$ cat src/rtl/mat_stream_reader.sv
// rtl/mat_stream_reader.sv - streams one ROWS x COLS matrix from a 1-cycle-latency memory
// Reads are credit-gated so the 2-entry output buffer never overflows under backpressure.
module mat_stream_reader #(
   parameter int W    = 16,
   parameter int ROWS = 8,
   parameter int COLS = 8,
   parameter int AW   = (ROWS * COLS > 1) ? $clog2(ROWS * COLS) : 1
) (
   input  logic          clk,
   input  logic          rst,
   input  logic          start,
   input  logic          transpose,
   output logic          busy,
   output logic          done,
   output logic          mem_en,
   output logic [AW-1:0] mem_addr,
   input  logic [W-1:0]  mem_rdata,
   output logic [W-1:0]  m_data,
   output logic          m_valid,
   input  logic          m_ready,
   output logic          m_row_last,
   output logic          m_last
);
   localparam int N  = ROWS * COLS;
   localparam int RW = (ROWS > 1) ? $clog2(ROWS) : 1;
   localparam int CW = (COLS > 1) ? $clog2(COLS) : 1;

   typedef enum logic [1:0] {S_IDLE, S_RUN, S_DRAIN, S_DONE} state_t;

   state_t        state_q, state_d;
   logic          tr_q, tr_d;
   logic [RW-1:0] r_q, r_d;
   logic [CW-1:0] c_q, c_d;
   logic [AW-1:0] cnt_q, cnt_d;
   logic          infl_q, infl_d;
   logic          infl_rl_q, infl_rl_d;
   logic          infl_last_q, infl_last_d;
   logic [1:0]    occ_q, occ_d;
   logic [W-1:0]  d0_q, d0_d, d1_q, d1_d;
   logic          rl0_q, rl0_d, rl1_q, rl1_d;
   logic          l0_q, l0_d, l1_q, l1_d;

   logic          pop, push, issue, row_end, final_rd;
   logic [2:0]    credit_use;
   logic [AW-1:0] addr;

   assign m_valid    = (occ_q != 2'd0);
   assign m_data     = d0_q;
   assign m_row_last = rl0_q;
   assign m_last     = l0_q;
   assign busy       = (state_q != S_IDLE);
   assign done       = (state_q == S_DONE);
   assign mem_en     = issue;
   assign mem_addr   = issue ? addr : '0;

   always_comb begin
      pop        = m_valid & m_ready;
      push       = infl_q;
      credit_use = 3'(occ_q) + 3'(infl_q) - 3'(pop);
      row_end    = tr_q ? (r_q == RW'(ROWS - 1)) : (c_q == CW'(COLS - 1));
      final_rd   = (cnt_q == AW'(N - 1));
      issue      = (state_q == S_RUN) && (credit_use < 3'd2);
      addr       = AW'(r_q) * AW'(COLS) + AW'(c_q);

      infl_d      = issue;
      infl_rl_d   = row_end;
      infl_last_d = final_rd;

      // Head is slot 0; a push lands in the head only when the head is free after this cycle's pop.
      occ_d = occ_q + 2'(push) - 2'(pop);
      d0_d  = d0_q;
      d1_d  = d1_q;
      rl0_d = rl0_q;
      rl1_d = rl1_q;
      l0_d  = l0_q;
      l1_d  = l1_q;
      if (pop) begin
         d0_d  = d1_q;
         rl0_d = rl1_q;
         l0_d  = l1_q;
      end
      if (push) begin
         if (occ_q == 2'd0 || (occ_q == 2'd1 && pop)) begin
            d0_d  = mem_rdata;
            rl0_d = infl_rl_q;
            l0_d  = infl_last_q;
         end else begin
            d1_d  = mem_rdata;
            rl1_d = infl_rl_q;
            l1_d  = infl_last_q;
         end
      end

      state_d = state_q;
      tr_d    = tr_q;
      r_d     = r_q;
      c_d     = c_q;
      cnt_d   = cnt_q;
      case (state_q)
         S_IDLE: begin
            if (start) begin
               state_d = S_RUN;
               tr_d    = transpose;
               r_d     = '0;
               c_d     = '0;
               cnt_d   = '0;
            end
         end
         S_RUN: begin
            if (issue) begin
               if (final_rd) begin
                  state_d = S_DRAIN;
               end else begin
                  cnt_d = cnt_q + AW'(1);
                  if (!tr_q) begin
                     if (row_end) begin
                        c_d = '0;
                        r_d = r_q + RW'(1);
                     end else begin
                        c_d = c_q + CW'(1);
                     end
                  end else begin
                     if (row_end) begin
                        r_d = '0;
                        c_d = c_q + CW'(1);
                     end else begin
                        r_d = r_q + RW'(1);
                     end
                  end
               end
            end
         end
         // Looking at next occupancy lets done follow the final handshake by one cycle.
         S_DRAIN: if (occ_d == 2'd0) state_d = S_DONE;
         S_DONE:  state_d = S_IDLE;
         default: state_d = S_IDLE;
      endcase
   end

   always_ff @(posedge clk or posedge rst) begin
      if (rst) begin
         state_q     <= S_IDLE;
         tr_q        <= 1'b0;
         r_q         <= '0;
         c_q         <= '0;
         cnt_q       <= '0;
         infl_q      <= 1'b0;
         infl_rl_q   <= 1'b0;
         infl_last_q <= 1'b0;
         occ_q       <= 2'd0;
         d0_q        <= '0;
         d1_q        <= '0;
         rl0_q       <= 1'b0;
         rl1_q       <= 1'b0;
         l0_q        <= 1'b0;
         l1_q        <= 1'b0;
      end else begin
         state_q     <= state_d;
         tr_q        <= tr_d;
         r_q         <= r_d;
         c_q         <= c_d;
         cnt_q       <= cnt_d;
         infl_q      <= infl_d;
         infl_rl_q   <= infl_rl_d;
         infl_last_q <= infl_last_d;
         occ_q       <= occ_d;
         d0_q        <= d0_d;
         d1_q        <= d1_d;
         rl0_q       <= rl0_d;
         rl1_q       <= rl1_d;
         l0_q        <= l0_d;
         l1_q        <= l1_d;
      end
   end
endmodule

$ cat config.mk
export PLATFORM = sky130hd
export DESIGN_NAME = mat_stream_reader
export DESIGN_NICKNAME = d
export VERILOG_FILES = /design/src/rtl/mat_stream_reader.sv
export SDC_FILE = /design/constraint.sdc
export NUM_CORES = 1
export LEC_CHECK = 0
export CORE_MARGIN = 10
export CORE_UTILIZATION = 35
export DETAILED_ROUTE_END_ITERATION = 6
export SYNTH_ARGS = -nofsm -noshare
export SYNTH_HDL_FRONTEND = slang
export SYNTH_SLANG_ARGS = --single-unit
$ cat constraint.sdc
create_clock -name clk -period 5 [get_ports clk]
set_input_delay 1 -clock clk [delete_from_list [all_inputs] [get_ports clk]]
set_output_delay 1 -clock clk [all_outputs]
set_load 0.05 [all_outputs]
==> metrics.md, run 1 <==
| Metric | Value |
|---|---|
| Outcome | finished, final reports clean |
| Cts hold-fix bufs | 0 |
| Setup Viol. Count Final | 0 |
| Die Width | 108 um |
| Minimum clock period | 4.39 ns |
| HPWL Detailed | 4180 um |
| Fmax | 0.228 GHz |
| Max VDD drop | 0.000209 V |
| Slew Viols, Final | 0 |
| GR Overflow Total | 0 |
| Yosys top cell by area | dfrtp_1 |
| Fin Setup TNS | 0 ns |
| Critical path peak fanout | 6 |
| Clock Pin Slew Worst Setup and Hold Paths | 0.10 ns |
| Most common cell in the netlist | dfrtp_1 |
| Relative max-transition margin | 21.8% |
| Period utilization | 87.7% |
| Worst-Skew Late Latency | 0.31 ns |
| Leak | 1.53 nW |
| Post-cts resize count | 0 |
| Worst EP required | 4.00 ns |
| Ant diodes | 0 |
| Layout cells sized above 1 | 16.6% |
| Cell variety after synth | 42 |
| ANT nets after route | 0 |
| Setup crit start kind | input port |
| First-pass GRT wire length | 9440 um |
| Area grow syn2layout | 26.9% |
| CTS H-tree depth | 2 |
| I/O Pins | 49 |
| Die area | 11,700 um2 |
| Max-Cap Viols | 0 |
| Core area | 7650 um2 |
| Tightest Pin Transition | 1.17 ns |
| Gate Count Post-Synth | 234 |
| CTS Buffer Depth | 2 |
| Port Buffers | 48 |
| Area share of the leading cell type in the synthesized netlist | 51.4% |
| Via count | 1,903 |
| # DRC | 0 |
| CTS tree | yes |
| Synthesized area per cell | 11.7 um2 |
| Vias per inst | 4.94 |
| Synth Cell Area | 2730 um2 |
| Worst Skew | 0.0116 ns |
| Top post-synthesis cells by count | dfrtp_1, nand2_1, o21ai_0 |
| Hold Path Class | register to register |
| Syn Nets | 265 |
| Final GP Congestion | 0.710 |
| Root Buffer | clkbuf_8 |
| Die Span Y | 108 um |
| Std cell rows | 32 |
| Post-Route WL | 5590 um |
| Worst EP arrival | 3.39 ns |
| Vias in the first global route | 1,910 |
| Number of synthesized flops with an enable pin | 0 |
| Cts bufs inserted | 5 |
| Util after Layout | 45.3% |
| Synthesis-stage register bit count | 56 |
| Nets@finish | 313 |
| YS warnings | 0 |
| Max incr delay on CP | 0.54 ns |
| Worst path cell trace | clkdlybuf4s50_1 > nor2b_1 > nand2b_1 > ha_1 > fa_1 > xor2_4 > nor3b_2 > buf_4 > and2_1 > buf_12 |
| Tot GR Track Use | 9.88% |
| Top_reg_cell synth | dfrtp_1 |
| Final hold vios | 0 |
| Mean routed wirelength per cell | 14.5 um |
| Highest-delay cell along the critical path | clkdlybuf4s50_1 |
| TritonCTS Sinks | 56 |
| Largest net degree at the start of global routing | 37 |
| Crit path kind | input port to primary output |
| PwrDens | 681 nW/um2 |
| Fill cell count | 719 |
| DRT Pass-1 Iters | 4 |
| Critical Path Sink Type | primary output |
| Initial antenna violation count | 0 |
| Postcts setup bufs | 0 |
| Starting Density | 35.7% |
| Sequential area share after synthesis | 51.4% |
| Async set-reset flop share out of synthesis | 100% |
| Detailed Route Iter0 Violations | 65 |
| RSZ-0062 raised after global routing | no |
| Synth top area cells | dfrtp_1, mux2_2, mux2i_1 |
## kinds of logic after synthesis
kind of cell | Yosys count | synth area share, %
AO/OA/AOI/OAI | 47 | 11.4
XOR/XNOR | 1 | 1.01
adder cells (fa/ha/maj) | 10 | 4.86
buffers and inverters | 16 | 3.12
flip-flops | 56 | 51.4
multiplexers | 41 | 16.0
AND/OR/NAND/NOR | 63 | 12.2
## layout make-up
type / count / area, um2 / share of cell area (%)
Clock inverter: 2 / 16.3 / 0.470
Sequential cell: 56 / 1400 / 40.5
Clock buffer: 6 / 72.6 / 2.10
Multi-Input combinational cell: 162 / 1250 / 36.2
Inverter: 7 / 26.3 / 0.759
Timing Repair Buffer: 50 / 566 / 16.3
Tap cell: 102 / 128 / 3.68
## metrics by stage
| stage | setup WS [ns] | instance area, um2 | cells | power, mW | hold WS [ns] |
|---|---|---|---|---|---|
| finish | 0.613 | 3460 | 385 | 2.36 | 0.478 |
| detailed placement | 0.568 | 3370 | 377 | 2.14 | 0.464 |
| global placement | 0.609 | 3370 | 377 | 2.12 | 0.462 |
| floorplan | 0.657 | 2730 | 234 | 1.71 | 0.446 |
| CTS | 0.562 | 3460 | 385 | 2.39 | 0.480 |
| global route | 0.472 | 3460 | 385 | 2.52 | 0.515 |
## path summary, 6_finish.rpt
| path | startpoint | cells past startpoint | slack [ns] | endpoint |
|---|---|---|---|---|
| setup / recovery | m_ready | 10 | 0.61 | mem_addr[1] |
| hold / removal | infl_last_q | 2 | 0.48 | m_last |
| setup reg to reg | occ_q[1] | 8 | 2.23 | r_q[1] |
| hold reg to reg | infl_last_q | 2 | 0.48 | m_last |
| max in group asynchronous | rst | 3 | 3.16 | occ_q[0] |
| min in group asynchronous | rst | 2 | 1.02 | m_data[4] |
## layout by cell type, fill, tap and decap left out, types with 2 or more instances in the layout
cell type,count
a21oi_1,3
a22o_1,3
and2_1,6
and3_1,2
buf_12,7
buf_4,2
clkbuf_8,5
clkdlybuf4s50_1,41
dfrtp_1,56
ha_1,9
inv_1,6
mux2_2,22
mux2i_1,19
nand2_1,24
nand2b_1,4
nand3_1,5
nand3b_1,2
nor2_1,6
nor2b_1,2
o21ai_0,23
o31ai_1,7
or4_1,3
## worst max-delay path: cells and delay by family
kind          cells  cell delay [ns]
xor+xnor          1             0.18
fa+ha+maj         2             0.63
buf+inv           3             0.88
simple gates      4             0.70
## metal layers
| metal | global-route usage [%] | up-vias | part of all wire [%] |
|---|---|---|---|
| li1 | - | 931 | - |
| met1 | 12.2 | 926 | 45 |
| met2 | 16.1 | 40 | 47 |
| met3 | 3.27 | 6 | 6.4 |
| met4 | 2.82 | 0 | 1.1 |
| met5 | 0 | - | 0 |
## flip-flops by register name, summed over array words and instances (netlist names), 2 cells and up
signal and flops:
c_q 3, cnt_q 6, d1_q 16, m_data 16
occ_q 2, r_q 3, state_q 2
## power breakdown
part | switching, mW | internal, mW | leakage (nW) | total [mW]
sequential | 0.130 | 0.651 | 0.693 | 0.781
combinational | 0.768 | 0.561 | 0.796 | 1.33
clock | 0.147 | 0.100 | 0.0414 | 0.247
total | 1.05 | 1.31 | 1.53 | 2.36
(Power assumes the default switching activity.)
==> run 2, diff against run 1 <==
CORE_MARGIN = not set   (was 10)
CORE_UTILIZATION = 45   (was 35)
PLACE_DENSITY = 0.7   (was not set)
==> run 2 against run 1 <==
  * Wire length fell by 4.9%
  * Worst hold slack improved by 0.029 ns
  * Utilization rose by 15 points
  * Critical path depth did not move
  * First-iteration DRC count rose by 46%
  * Via count rose by 0.53%
  * Global-route usage rose by 8.3 points
  * Total power rose by 0.27%
  * Critical endpoint is now mem_addr[4]
  * Largest cell class unchanged
  * Largest power group unchanged
  * Highest routed layer unchanged
==> metrics.md, run 2 (synthesis results as in run 1) <==
| Metric | Value |
|---|---|
| Std cell rows | 27 |
| Hold_ws | 0.507 ns |
| Post-cts resize count | 0 |
| Logic pwr share | 56.3% |
| Die Span Y | 79.9 um |
| Fill cell count | 458 |
| Reg2reg end | r_q[1] |
| Vias in the first global route | 1,928 |
| Most common cell after layout, fill and taps aside | dfrtp_1 |
| Leak | 1.53 nW |
| Postcts setup bufs | 0 |
| Critical Path Sink Type | primary output |
| Area grow syn2layout | 25.6% |
| Worst-Skew Late Latency | 0.31 ns |
| CTS tree | yes |
| Post-Route WL | 5320 um |
| HPWL Detailed | 3710 um |
| Setup slack at placement | 0.629 ns |
| Worst R2R Setup Slack | 2.22 ns |
| Slew Viols, Final | 0 |
| WHS Endpoint | m_row_last |
| Initial antenna violation count | 0 |
| Met3 routed WL | 243 um |
| # DRC | 0 |
| Seq pwr share | 33.2% |
| I/O Pins | 49 |
| Wl on met1 | 2410 um |
| Mean routed wirelength per cell | 15.0 um |
| Via count | 1,913 |
| Fin cells | 355 |
| Hold Crit Start | infl_rl_q |
| Clock power share | 10.5% |
| TritonCTS Sinks | 56 |
| Relative max-transition margin | 19.1% |
| CTS Buffer Depth | 2 |
| Worst path cell trace | clkdlybuf4s50_1 > nor2b_1 > nand2b_1 > ha_1 > fa_1 > xor2_4 > nor3b_2 > buf_4 > and2_1 > buf_12 |
| Worst r2r path cells | 8 |
| Cts bufs inserted | 5 |
| Outcome | finished, final reports clean |
| Max VDD drop | 0.000363 V |
| Setup Viol. Count Final | 0 |
| Vias per inst | 5.39 |
| CTS H-tree depth | 2 |
| Worst r2r src | occ_q[1] |
| Crit path kind | input port to primary output |
| Ant diodes | 0 |
| Placed Instances | 347 |
| Switch Pwr | 1.05 mW |
| Tightest Pin Transition | 1.21 ns |
| Worst EP arrival | 3.36 ns |
| Metal2 WL | 2600 um |
| Starting Density | 48.1% |
| Die Width | 79.9 um |
| Max-Cap Viols | 0 |
| Highest-delay cell along the critical path | clkdlybuf4s50_1 |
| GR Overflow Total | 0 |
| Top Layer Used | met4 |
| Final GP Congestion | 0.757 |
| Worst Hold Path Cells | 2 |
| P_int | 1.31 mW |
| Max incr delay on CP | 0.54 ns |
| Setup crit start kind | input port |
| PwrDens | 690 nW/um2 |
| Period utilization | 87.3% |
| Total power | 2.36 mW |
| Clock Pin Slew Worst Setup and Hold Paths | 0.11 ns |
| Port Buffers | 48 |
| First-pass GRT wire length | 8890 um |
| Fin Setup TNS | 0 ns |
| ANT nets after route | 0 |
| Final hold vios | 0 |
| Largest net degree at the start of global routing | 37 |
| Root Buffer | clkbuf_8 |
| Die area | 6380 um2 |
| Minimum clock period | 4.36 ns |
| Fmax | 0.229 GHz |
| Worst EP required | 4.00 ns |
| Most frequent cells in the layout | dfrtp_1, clkdlybuf4s50_1, nand2_1 |
| DRT Pass-1 Iters | 4 |
| Worst Skew | 0.0140 ns |
| Layout cells sized above 1 | 17.0% |
| Cts hold-fix bufs | 0 |
| Nets@finish | 313 |
| Critical path peak fanout | 8 |
| Sw Share | 44.5% |
| RSZ-0062 raised after global routing | no |
| Core area | 5680 um2 |
| Detailed Route Iter0 Violations | 95 |
| Final setup margin | 0.636 ns |
| Tot GR Track Use | 18.1% |
| Hold Path Class | register to register |
run 2: how the worst max path moves through the flow:
| stage | slack, ns | startpoint | depth (start not counted) | end |
|---|---|---|---|---|
| detailed placement | 0.63 | m_ready | 10 | mem_addr[4] |
| CTS | 0.62 | m_ready | 10 | mem_addr[4] |
| global placement | 0.67 | m_ready | 10 | mem_addr[3] |
| floorplan | 0.66 | m_ready | 7 | mem_addr[0] |
| global route | 0.54 | m_ready | 10 | mem_addr[4] |
| finish | 0.64 | m_ready | 10 | mem_addr[4] |
run 2: area by class of cell:
| class | instances | area, um2 | share of cell area (%) |
|---|---|---|---|
| Sequential cell | 56 | 1400 | 40.9 |
| Multi-Input combinational cell | 162 | 1250 | 36.6 |
| Clock inverter | 3 | 21.3 | 0.621 |
| Timing Repair Buffer | 50 | 566 | 16.5 |
| Clock buffer | 5 | 68.8 | 2.01 |
| Tap cell | 72 | 90.1 | 2.63 |
| Inverter | 7 | 26.3 | 0.767 |
run 2: critical path: cells and delay by family:
kind	cells	cell delay (ns)
fa+ha+maj	2	0.63
buf+inv	3	0.88
simple gates	4	0.66
xor+xnor	1	0.19
run 2: stage by stage:
stage / instance area [um2] / util (%)
after global placement: 3340 / 58.8
after floorplan: 2730 / -
after global routing: 3430 / 60.4
after CTS: 3430 / 60.4
after detailed placement: 3340 / 58.8
final: 3430 / 60.4
run 2: power by group through the flow:
stage | Combinational, mW | Sequential [mW] | Clock (mW)
2_1_floorplan | 0.718 | 0.994 | 0
3_3_place_gp | 1.31 | 0.784 | 0
3_5_place_dp | 1.34 | 0.795 | 0
4_1_cts | 1.34 | 0.785 | 0.259
5_1_grt | 1.43 | 0.808 | 0.274
6_report | 1.33 | 0.784 | 0.249
run 2: routing by layer:
metal  up-vias  track usage [%]
met5         -                0
met3         7             3.89
li1        925                -
met1       938             21.7
met2        43             32.3
met4         0             5.71
